<file path="config.mk">
export PLATFORM = sky130hd
export DESIGN_NAME = mc_ctrl_flat
export DESIGN_NICKNAME = d
export VERILOG_FILES = /design/src/rtl/mc_ctrl_if.sv /design/src/rtl/mc_ctrl.sv /design/src/flat_wrapper.sv
export SDC_FILE = /design/constraint.sdc
export NUM_CORES = 1
export LEC_CHECK = 0
export CAP_MARGIN = 0
export CORE_UTILIZATION = 47
export DETAILED_ROUTE_END_ITERATION = 12
export GPL_TIMING_DRIVEN = 0
export PLACE_DENSITY = 0.9
export SLEW_MARGIN = 20
export SYNTH_ARGS = -nofsm -noshare
export SYNTH_HDL_FRONTEND = slang
export SYNTH_SLANG_ARGS = --single-unit
</file>
<file path="constraint.sdc">
create_clock -name clk -period 2.3 [get_ports clk]
set_input_delay 0.23 -clock clk [delete_from_list [all_inputs] [get_ports clk]]
set_output_delay 0.23 -clock clk [all_outputs]
set_load 0.01 [all_outputs]
</file>
<file path="src/rtl/mc_ctrl_if.sv">
// Control bundle between the multi-cycle sequencer and the MIPS datapath.
// The sequencer side is the master; the datapath/memory side is the slave.
interface mc_ctrl_if #(
    parameter int CNT_W = 32
);
    logic [5:0]       op;
    logic [5:0]       funct;
    logic             zero;
    logic             mem_ready;

    logic             MemRd;
    logic             MemWr;
    logic             IRWr;
    logic             PCWr;
    logic [1:0]       PCSrc;
    logic [1:0]       EXTOp;
    logic             ALUSrcB;
    logic [1:0]       ALUOp;
    logic             RegWr;
    logic [1:0]       RegDst;
    logic [1:0]       WDSel;
    logic             illegal;
    logic [2:0]       state;
    logic [CNT_W-1:0] retired;

    modport master (
        input  op, funct, zero, mem_ready,
        output MemRd, MemWr, IRWr, PCWr, PCSrc, EXTOp, ALUSrcB, ALUOp,
               RegWr, RegDst, WDSel, illegal, state, retired
    );

    modport slave (
        output op, funct, zero, mem_ready,
        input  MemRd, MemWr, IRWr, PCWr, PCSrc, EXTOp, ALUSrcB, ALUOp,
               RegWr, RegDst, WDSel, illegal, state, retired
    );
endinterface

</file>
<file path="src/rtl/mc_ctrl.sv">
// Multi-cycle MIPS control sequencer: FETCH/DECODE/EXEC/MEM/WB with a
// stallable shared memory port and a retired-instruction counter.
module mc_ctrl #(
    parameter int CNT_W = 32
) (
    input  logic      clk,
    input  logic      reset,
    mc_ctrl_if.master bus
);
    typedef enum logic [2:0] {
        FETCH  = 3'd0,
        DECODE = 3'd1,
        EXEC   = 3'd2,
        MEM    = 3'd3,
        WB     = 3'd4
    } state_t;

    typedef enum logic [3:0] {
        I_ADDU, I_SUBU, I_JR, I_NOP, I_ORI, I_LUI,
        I_LW, I_SW, I_BEQ, I_JAL, I_ILL
    } instr_t;

    localparam logic [5:0] OP_RTYPE = 6'b000000;
    localparam logic [5:0] OP_ORI   = 6'b001101;
    localparam logic [5:0] OP_LUI   = 6'b001111;
    localparam logic [5:0] OP_LW    = 6'b100011;
    localparam logic [5:0] OP_SW    = 6'b101011;
    localparam logic [5:0] OP_BEQ   = 6'b000100;
    localparam logic [5:0] OP_JAL   = 6'b000011;

    localparam logic [5:0] FN_ADDU  = 6'b100001;
    localparam logic [5:0] FN_SUBU  = 6'b100011;
    localparam logic [5:0] FN_JR    = 6'b001000;
    localparam logic [5:0] FN_SLL   = 6'b000000;

    localparam logic [1:0] EXT_ZERO = 2'd0, EXT_SIGN = 2'd1, EXT_LUI = 2'd2;
    localparam logic [1:0] ALU_ADD  = 2'd0, ALU_SUB  = 2'd1, ALU_OR = 2'd2, ALU_PASS = 2'd3;
    localparam logic [1:0] PC_SEQ   = 2'd0, PC_BR    = 2'd1, PC_J   = 2'd2, PC_REG   = 2'd3;
    localparam logic [1:0] DST_RT   = 2'd0, DST_RD   = 2'd1, DST_RA = 2'd2;
    localparam logic [1:0] WD_ALU   = 2'd0, WD_MEM   = 2'd1, WD_PC  = 2'd2;

    state_t           state_q, state_d;
    logic [CNT_W-1:0] retired_q;
    logic             retire;
    instr_t           instr;

    logic [1:0]       ext_op, alu_op, pc_src, reg_dst, wd_sel;
    logic             alu_src_b, writes_reg;

    always_comb begin : decode
        instr = I_ILL;
        case (bus.op)
            OP_RTYPE: begin
                case (bus.funct)
                    FN_ADDU: instr = I_ADDU;
                    FN_SUBU: instr = I_SUBU;
                    FN_JR:   instr = I_JR;
                    FN_SLL:  instr = I_NOP;
                    default: instr = I_ILL;
                endcase
            end
            OP_ORI:  instr = I_ORI;
            OP_LUI:  instr = I_LUI;
            OP_LW:   instr = I_LW;
            OP_SW:   instr = I_SW;
            OP_BEQ:  instr = I_BEQ;
            OP_JAL:  instr = I_JAL;
            default: instr = I_ILL;
        endcase
    end

    // Selects depend only on the instruction, so they stay stable from EXEC to WB.
    always_comb begin : selects
        ext_op     = EXT_ZERO;
        alu_op     = ALU_ADD;
        alu_src_b  = 1'b0;
        pc_src     = PC_SEQ;
        reg_dst    = DST_RT;
        wd_sel     = WD_ALU;
        writes_reg = 1'b0;
        case (instr)
            I_ADDU: begin
                reg_dst    = DST_RD;
                writes_reg = 1'b1;
            end
            I_SUBU: begin
                alu_op     = ALU_SUB;
                reg_dst    = DST_RD;
                writes_reg = 1'b1;
            end
            I_ORI: begin
                alu_op     = ALU_OR;
                alu_src_b  = 1'b1;
                writes_reg = 1'b1;
            end
            I_LUI: begin
                ext_op     = EXT_LUI;
                alu_op     = ALU_PASS;
                alu_src_b  = 1'b1;
                writes_reg = 1'b1;
            end
            I_LW: begin
                ext_op     = EXT_SIGN;
                alu_src_b  = 1'b1;
                wd_sel     = WD_MEM;
                writes_reg = 1'b1;
            end
            I_SW: begin
                ext_op     = EXT_SIGN;
                alu_src_b  = 1'b1;
            end
            I_BEQ: begin
                ext_op     = EXT_SIGN;
                alu_op     = ALU_SUB;
                pc_src     = PC_BR;
            end
            I_JAL: begin
                pc_src     = PC_J;
                reg_dst    = DST_RA;
                wd_sel     = WD_PC;
                writes_reg = 1'b1;
            end
            I_JR: begin
                pc_src     = PC_REG;
            end
            default: ;
        endcase
    end

    always_comb begin : fsm
        state_d     = state_q;
        retire      = 1'b0;
        bus.MemRd   = 1'b0;
        bus.MemWr   = 1'b0;
        bus.IRWr    = 1'b0;
        bus.PCWr    = 1'b0;
        bus.RegWr   = 1'b0;
        bus.illegal = 1'b0;
        bus.PCSrc   = PC_SEQ;
        bus.EXTOp   = EXT_ZERO;
        bus.ALUSrcB = 1'b0;
        bus.ALUOp   = ALU_ADD;
        bus.RegDst  = DST_RT;
        bus.WDSel   = WD_ALU;

        // Reset silences every strobe and select, whatever state is held.
        if (!reset) begin
            if (state_q == EXEC || state_q == MEM || state_q == WB) begin
                bus.PCSrc   = pc_src;
                bus.EXTOp   = ext_op;
                bus.ALUSrcB = alu_src_b;
                bus.ALUOp   = alu_op;
                bus.RegDst  = reg_dst;
                bus.WDSel   = wd_sel;
            end

            case (state_q)
                FETCH: begin
                    bus.MemRd = 1'b1;
                    if (bus.mem_ready) begin
                        bus.IRWr = 1'b1;
                        bus.PCWr = 1'b1;
                        state_d  = DECODE;
                    end
                end
                DECODE: begin
                    if (instr == I_ILL) begin
                        bus.illegal = 1'b1;
                        state_d     = FETCH;
                    end else begin
                        state_d     = EXEC;
                    end
                end
                EXEC: begin
                    case (instr)
                        I_ADDU, I_SUBU, I_ORI, I_LUI: state_d = WB;
                        I_LW, I_SW:                   state_d = MEM;
                        I_BEQ: begin
                            bus.PCWr = bus.zero;
                            state_d  = FETCH;
                            retire   = 1'b1;
                        end
                        I_JAL: begin
                            bus.PCWr = 1'b1;
                            state_d  = WB;
                        end
                        I_JR: begin
                            bus.PCWr = 1'b1;
                            state_d  = FETCH;
                            retire   = 1'b1;
                        end
                        I_NOP: begin
                            state_d  = FETCH;
                            retire   = 1'b1;
                        end
                        default: state_d = FETCH;
                    endcase
                end
                MEM: begin
                    if (instr == I_LW) begin
                        bus.MemRd = 1'b1;
                        if (bus.mem_ready) state_d = WB;
                    end else if (instr == I_SW) begin
                        bus.MemWr = 1'b1;
                        if (bus.mem_ready) begin
                            state_d = FETCH;
                            retire  = 1'b1;
                        end
                    end else begin
                        state_d = FETCH;
                    end
                end
                WB: begin
                    bus.RegWr = writes_reg;
                    state_d   = FETCH;
                    retire    = 1'b1;
                end
                default: state_d = FETCH;
            endcase
        end
    end

    always_ff @(posedge clk) begin
        if (reset) begin
            state_q   <= FETCH;
            retired_q <= '0;
        end else begin
            state_q <= state_d;
            if (retire) retired_q <= retired_q + CNT_W'(1);
        end
    end

    assign bus.state   = state_q;
    assign bus.retired = retired_q;
endmodule

</file>
<file path="src/flat_wrapper.sv">
// flat-port wrapper written by rule: the top's interface ports become plain ports
module mc_ctrl_flat 
#(
    parameter int CNT_W = 32
)
  (clk, reset, bus_op, bus_funct, bus_zero, bus_mem_ready, bus_MemRd, bus_MemWr, bus_IRWr, bus_PCWr, bus_PCSrc, bus_EXTOp, bus_ALUSrcB, bus_ALUOp, bus_RegWr, bus_RegDst, bus_WDSel, bus_illegal, bus_state, bus_retired);
  mc_ctrl_if #(.CNT_W(CNT_W)) bus_i ();
  input  logic clk;
  input  logic reset;
  input wire logic [$bits(bus_i.op)-1:0] bus_op;
  input wire logic [$bits(bus_i.funct)-1:0] bus_funct;
  input wire logic [$bits(bus_i.zero)-1:0] bus_zero;
  input wire logic [$bits(bus_i.mem_ready)-1:0] bus_mem_ready;
  output wire logic [$bits(bus_i.MemRd)-1:0] bus_MemRd;
  output wire logic [$bits(bus_i.MemWr)-1:0] bus_MemWr;
  output wire logic [$bits(bus_i.IRWr)-1:0] bus_IRWr;
  output wire logic [$bits(bus_i.PCWr)-1:0] bus_PCWr;
  output wire logic [$bits(bus_i.PCSrc)-1:0] bus_PCSrc;
  output wire logic [$bits(bus_i.EXTOp)-1:0] bus_EXTOp;
  output wire logic [$bits(bus_i.ALUSrcB)-1:0] bus_ALUSrcB;
  output wire logic [$bits(bus_i.ALUOp)-1:0] bus_ALUOp;
  output wire logic [$bits(bus_i.RegWr)-1:0] bus_RegWr;
  output wire logic [$bits(bus_i.RegDst)-1:0] bus_RegDst;
  output wire logic [$bits(bus_i.WDSel)-1:0] bus_WDSel;
  output wire logic [$bits(bus_i.illegal)-1:0] bus_illegal;
  output wire logic [$bits(bus_i.state)-1:0] bus_state;
  output wire logic [$bits(bus_i.retired)-1:0] bus_retired;
  assign bus_i.op = bus_op;
  assign bus_i.funct = bus_funct;
  assign bus_i.zero = bus_zero;
  assign bus_i.mem_ready = bus_mem_ready;
  assign bus_MemRd = bus_i.MemRd;
  assign bus_MemWr = bus_i.MemWr;
  assign bus_IRWr = bus_i.IRWr;
  assign bus_PCWr = bus_i.PCWr;
  assign bus_PCSrc = bus_i.PCSrc;
  assign bus_EXTOp = bus_i.EXTOp;
  assign bus_ALUSrcB = bus_i.ALUSrcB;
  assign bus_ALUOp = bus_i.ALUOp;
  assign bus_RegWr = bus_i.RegWr;
  assign bus_RegDst = bus_i.RegDst;
  assign bus_WDSel = bus_i.WDSel;
  assign bus_illegal = bus_i.illegal;
  assign bus_state = bus_i.state;
  assign bus_retired = bus_i.retired;
  mc_ctrl #(.CNT_W(CNT_W)) u_core (.clk(clk), .reset(reset), .bus(bus_i));
endmodule
</file>
==> impl_metrics.csv <==
group,metric,value,unit
power_and_ir_drop,total_power,1160,µW
setup_path,critPathSlowestCell,"or4_1",
global_routing,overflow,0,
clock_network,insertion_delay,0.30,ns
routing,antenna_left,0,
routing,routed_wl,6640,µm
global_routing,global_route.usage.met2,42.8,%
floorplan,initial_core_util,50.7,%
clock_network,clkTransAtPathRegs,0.07,ns
final_layout,fill_cells,360,
setup_path,reg2reg_setup_slack,0.06,ns
clock_network,cts-root-buf,"clkbuf_8",
setup_path,cp_slowest_stage_delay,0.49,ns
global_routing,grt_pass1_wl,10500,µm
clock_network,cts_max_level,2,
routing,vias_per_cell,6.10,
place,routabilityCongestion,0.891,
sta,worstMarginPinSlew,0.643,ns
routing,wl_per_cell,16.1,µm
floorplan,coreArea,4500,µm²
logic_synthesis,synthesis.area,2280,µm²
final_layout,final_nets,377,
routing,drc_errors,0,
final_layout,syn_to_final_growth,40.4,%
sta,setup_violations,3,
power_and_ir_drop,leakage,0.00106,µW
setup_path,startpoint_type,"input port",
final_layout,ff_latch_area,707,µm²
clock_network,cts_made_buffers,5,
logic_synthesis,synthCells,285,
clock_network,clockBufferDepth,2,
logic_synthesis,synth_nets,302,
sta,slew_headroom,57.0,%
sta,rsz0062_at_grt,"true",
logic_synthesis,synth_edf_count,0,
routing,drt-pass1-iter-count,5,
run_status,status,"finished, violations left",
clock_network,cts_tree,"done",
setup_path,path_cells,"clkdlybuf4s50_1, or3_4, nor3_4, o311ai_2, and2_1, buf_6, or4_1, a21oi_1",
logic_synthesis,postSynthAreaPerCell,8.01,µm²
logic_synthesis,yosys_warnings,0,
logic_synthesis,synthDistinctLibCells,50,
power_and_ir_drop,peakVddDrop,403,µV
logic_synthesis,synthFlopType,"dfxtp_1",
logic_synthesis,async_flop_share,0,%
floorplan,die_width,71.7,µm
setup_path,crit_fanout,10,
global_routing,met3_usage,6.75,%
sta,setup_tns,-0.0635,ns
routing,vias,2520,
place,hpwl,4570,µm
power_and_ir_drop,power_density,360,nW/µm²
run_status,violations,"negative setup slack",
global_routing,antenna_found_initial,0,
final_layout,final_cell_mix,"clkdlybuf4s50_1 (42), nor2_1 (40), dfxtp_1 (32)",
setup_path,path_class,"input port to flop",
sta,fin_worst_skew,0.00911,ns
min_path,whs_endpoint,"u_core.bus.state[1]",
sta,drv_slew,0,
floorplan,dieArea,5140,µm²
final_layout,post-route-util,71.2,%
setup_path,timing.rr.end,"u_core.bus.retired[14]",
sta,hold_viol,0,
setup_path,crit_required,2.53,ns
global_routing,grt_use_total,25.8,%
logic_synthesis,ys_seq_elements,35,
floorplan,fp.dieH,71.7,µm
clock_network,ctsHoldBuffers,0,
final_layout,num_antenna_cells,0,
final_layout,final_common_cell,"clkdlybuf4s50_1",
final_layout,multiInputGateArea,1610,µm²
sta,post-route-period-util,101,%
clock_network,clock-sinks,35,
global_routing,met1_usage,33.0,%
global_routing,grt_pass1_vias,2242,
sta,setup_slack,-0.0238,ns
logic_synthesis,ys_seq_area_share,30.7,%
setup_path,cp.arrival,2.55,ns
global_routing,grt_busiest_layer,"met2",
setup_path,r2r-start,"u_core.bus.state[0]",
final_layout,drive_above_1_share,16.6,%
min_path,hold_path.class,"flop to flop",
final_layout,design_area,3210,µm²
sta,fin_crit,2.32,ns
place,placement.io_buffers,64,
sta,timing.fmax,430,MHz
floorplan,rows,24,
setup_path,ff2ff_path_depth,6,
place,place_area,2990,µm²
global_routing,grt_max_degree,11,
min_path,hold_depth,1,
floorplan,io_pins,68,
setup_path,critPathCaptureType,"flop",
min_path,min_from,"u_core.bus.state[2]",
job,maxCapViolCount,0,
routing,drt_iter0_drc,229,
## kinds of logic (layout without fill, tap and decap cells)
family | Yosys count | after routing | share of synthesized area [%]
and+or+nand+nor | 139 | 139 | 32.8
AOI/OAI and AO/OA | 61 | 61 | 21.4
DFF | 35 | 35 | 30.7
xor gates and xnor gates | 25 | 25 | 9.59
buffers and inverters | 22 | 98 | 4.16
muxes | 2 | 2 | 0.877
adders and majority gates | 1 | 1 | 0.548
## critical path: cells and delay by family
kind	cells	cell delay, ns
and+or+nand+nor	4	1.37
AOI/OAI and AO/OA	2	0.38
buffers and inverters	2	0.56
## where the power goes
group / total (µW) / internal (µW) / switching [µW] / leakage, µW
clock network: 436 / 212 / 224 / 0.0000422
registers: 609 / 606 / 2.82 / 0.000284
logic: 110 / 46.3 / 63.4 / 0.000733
## worst max-delay path by stage
stage                         from                endpoint  slack [ns]
6_report              bus_funct[1]  u_core.bus.retired[15]       -0.02
5_1_grt               bus_funct[1]  u_core.bus.retired[20]       -0.10
4_1_cts               bus_funct[1]            bus_PCSrc[0]       0.001
3_5_place_dp             bus_op[2]               bus_RegWr       -0.73
3_3_place_gp             bus_op[2]               bus_RegWr       -0.66
2_1_floorplan  u_core.bus.state[1]  u_core.bus.retired[22]        0.20
## final cells by class
class                      count  share of cell area (%)
timing repair buffer          69                    20.1
sequential                    35                    22.1
clock inverter                 1                   0.156
buffer                        14                    2.38
clock buffer                   7                    2.38
tap                           52                    2.03
inverter                       7                   0.820
multi-input combinational    228                    50.1
## registers in the layout, summed over array words and instances, names as in the netlist
name,flops
u_core.bus.state,3
u_core.bus.retired,32
## synth_stat cells, types with 5 or more instances
cell / instances / area share [%]
or4_1: 6 / 2.0
xnor2_1: 24 / 9.2
o21ai_0: 5 / 1.1
and2_1: 6 / 1.6
a2111oi_2: 10 / 6.6
nor2_1: 41 / 6.7
clkbuf_1: 9 / 1.5
nand2b_1: 5 / 1.4
nand2_1: 24 / 3.9
a21oi_1: 18 / 3.9
dfxtp_1: 35 / 31
inv_1: 7 / 1.2
and3_1: 5 / 1.4
nand3_1: 15 / 3.3
nand4_1: 9 / 2.5
## per-stage QoR
stage | setup WS, ns | hold slack (ns) | cells
5_1_grt | -0.101 | 0.481 | 413
3_5_place_dp | -0.732 | 0.493 | 401
2_1_floorplan | 0.196 | 0.422 | 285
3_3_place_gp | -0.665 | 0.472 | 401
4_1_cts | 0.00132 | 0.472 | 412
6_report | -0.0238 | 0.478 | 413
## what timing repair did
item	CTS	global route
resized for setup	54	19
hold endpoints to repair	0	0
cloned	0	0
setup endpoints to repair	48	27
setup buffers	4	1
pin swaps	11	4
## per-layer routing
layer  wire, µm  part of all wire [%]
met5          0                     0
met4        171                   2.6
met3        447                   6.7
met2       3170                    48
met1       2850                    43
Note: power is estimated with default switching activity, not from simulation.
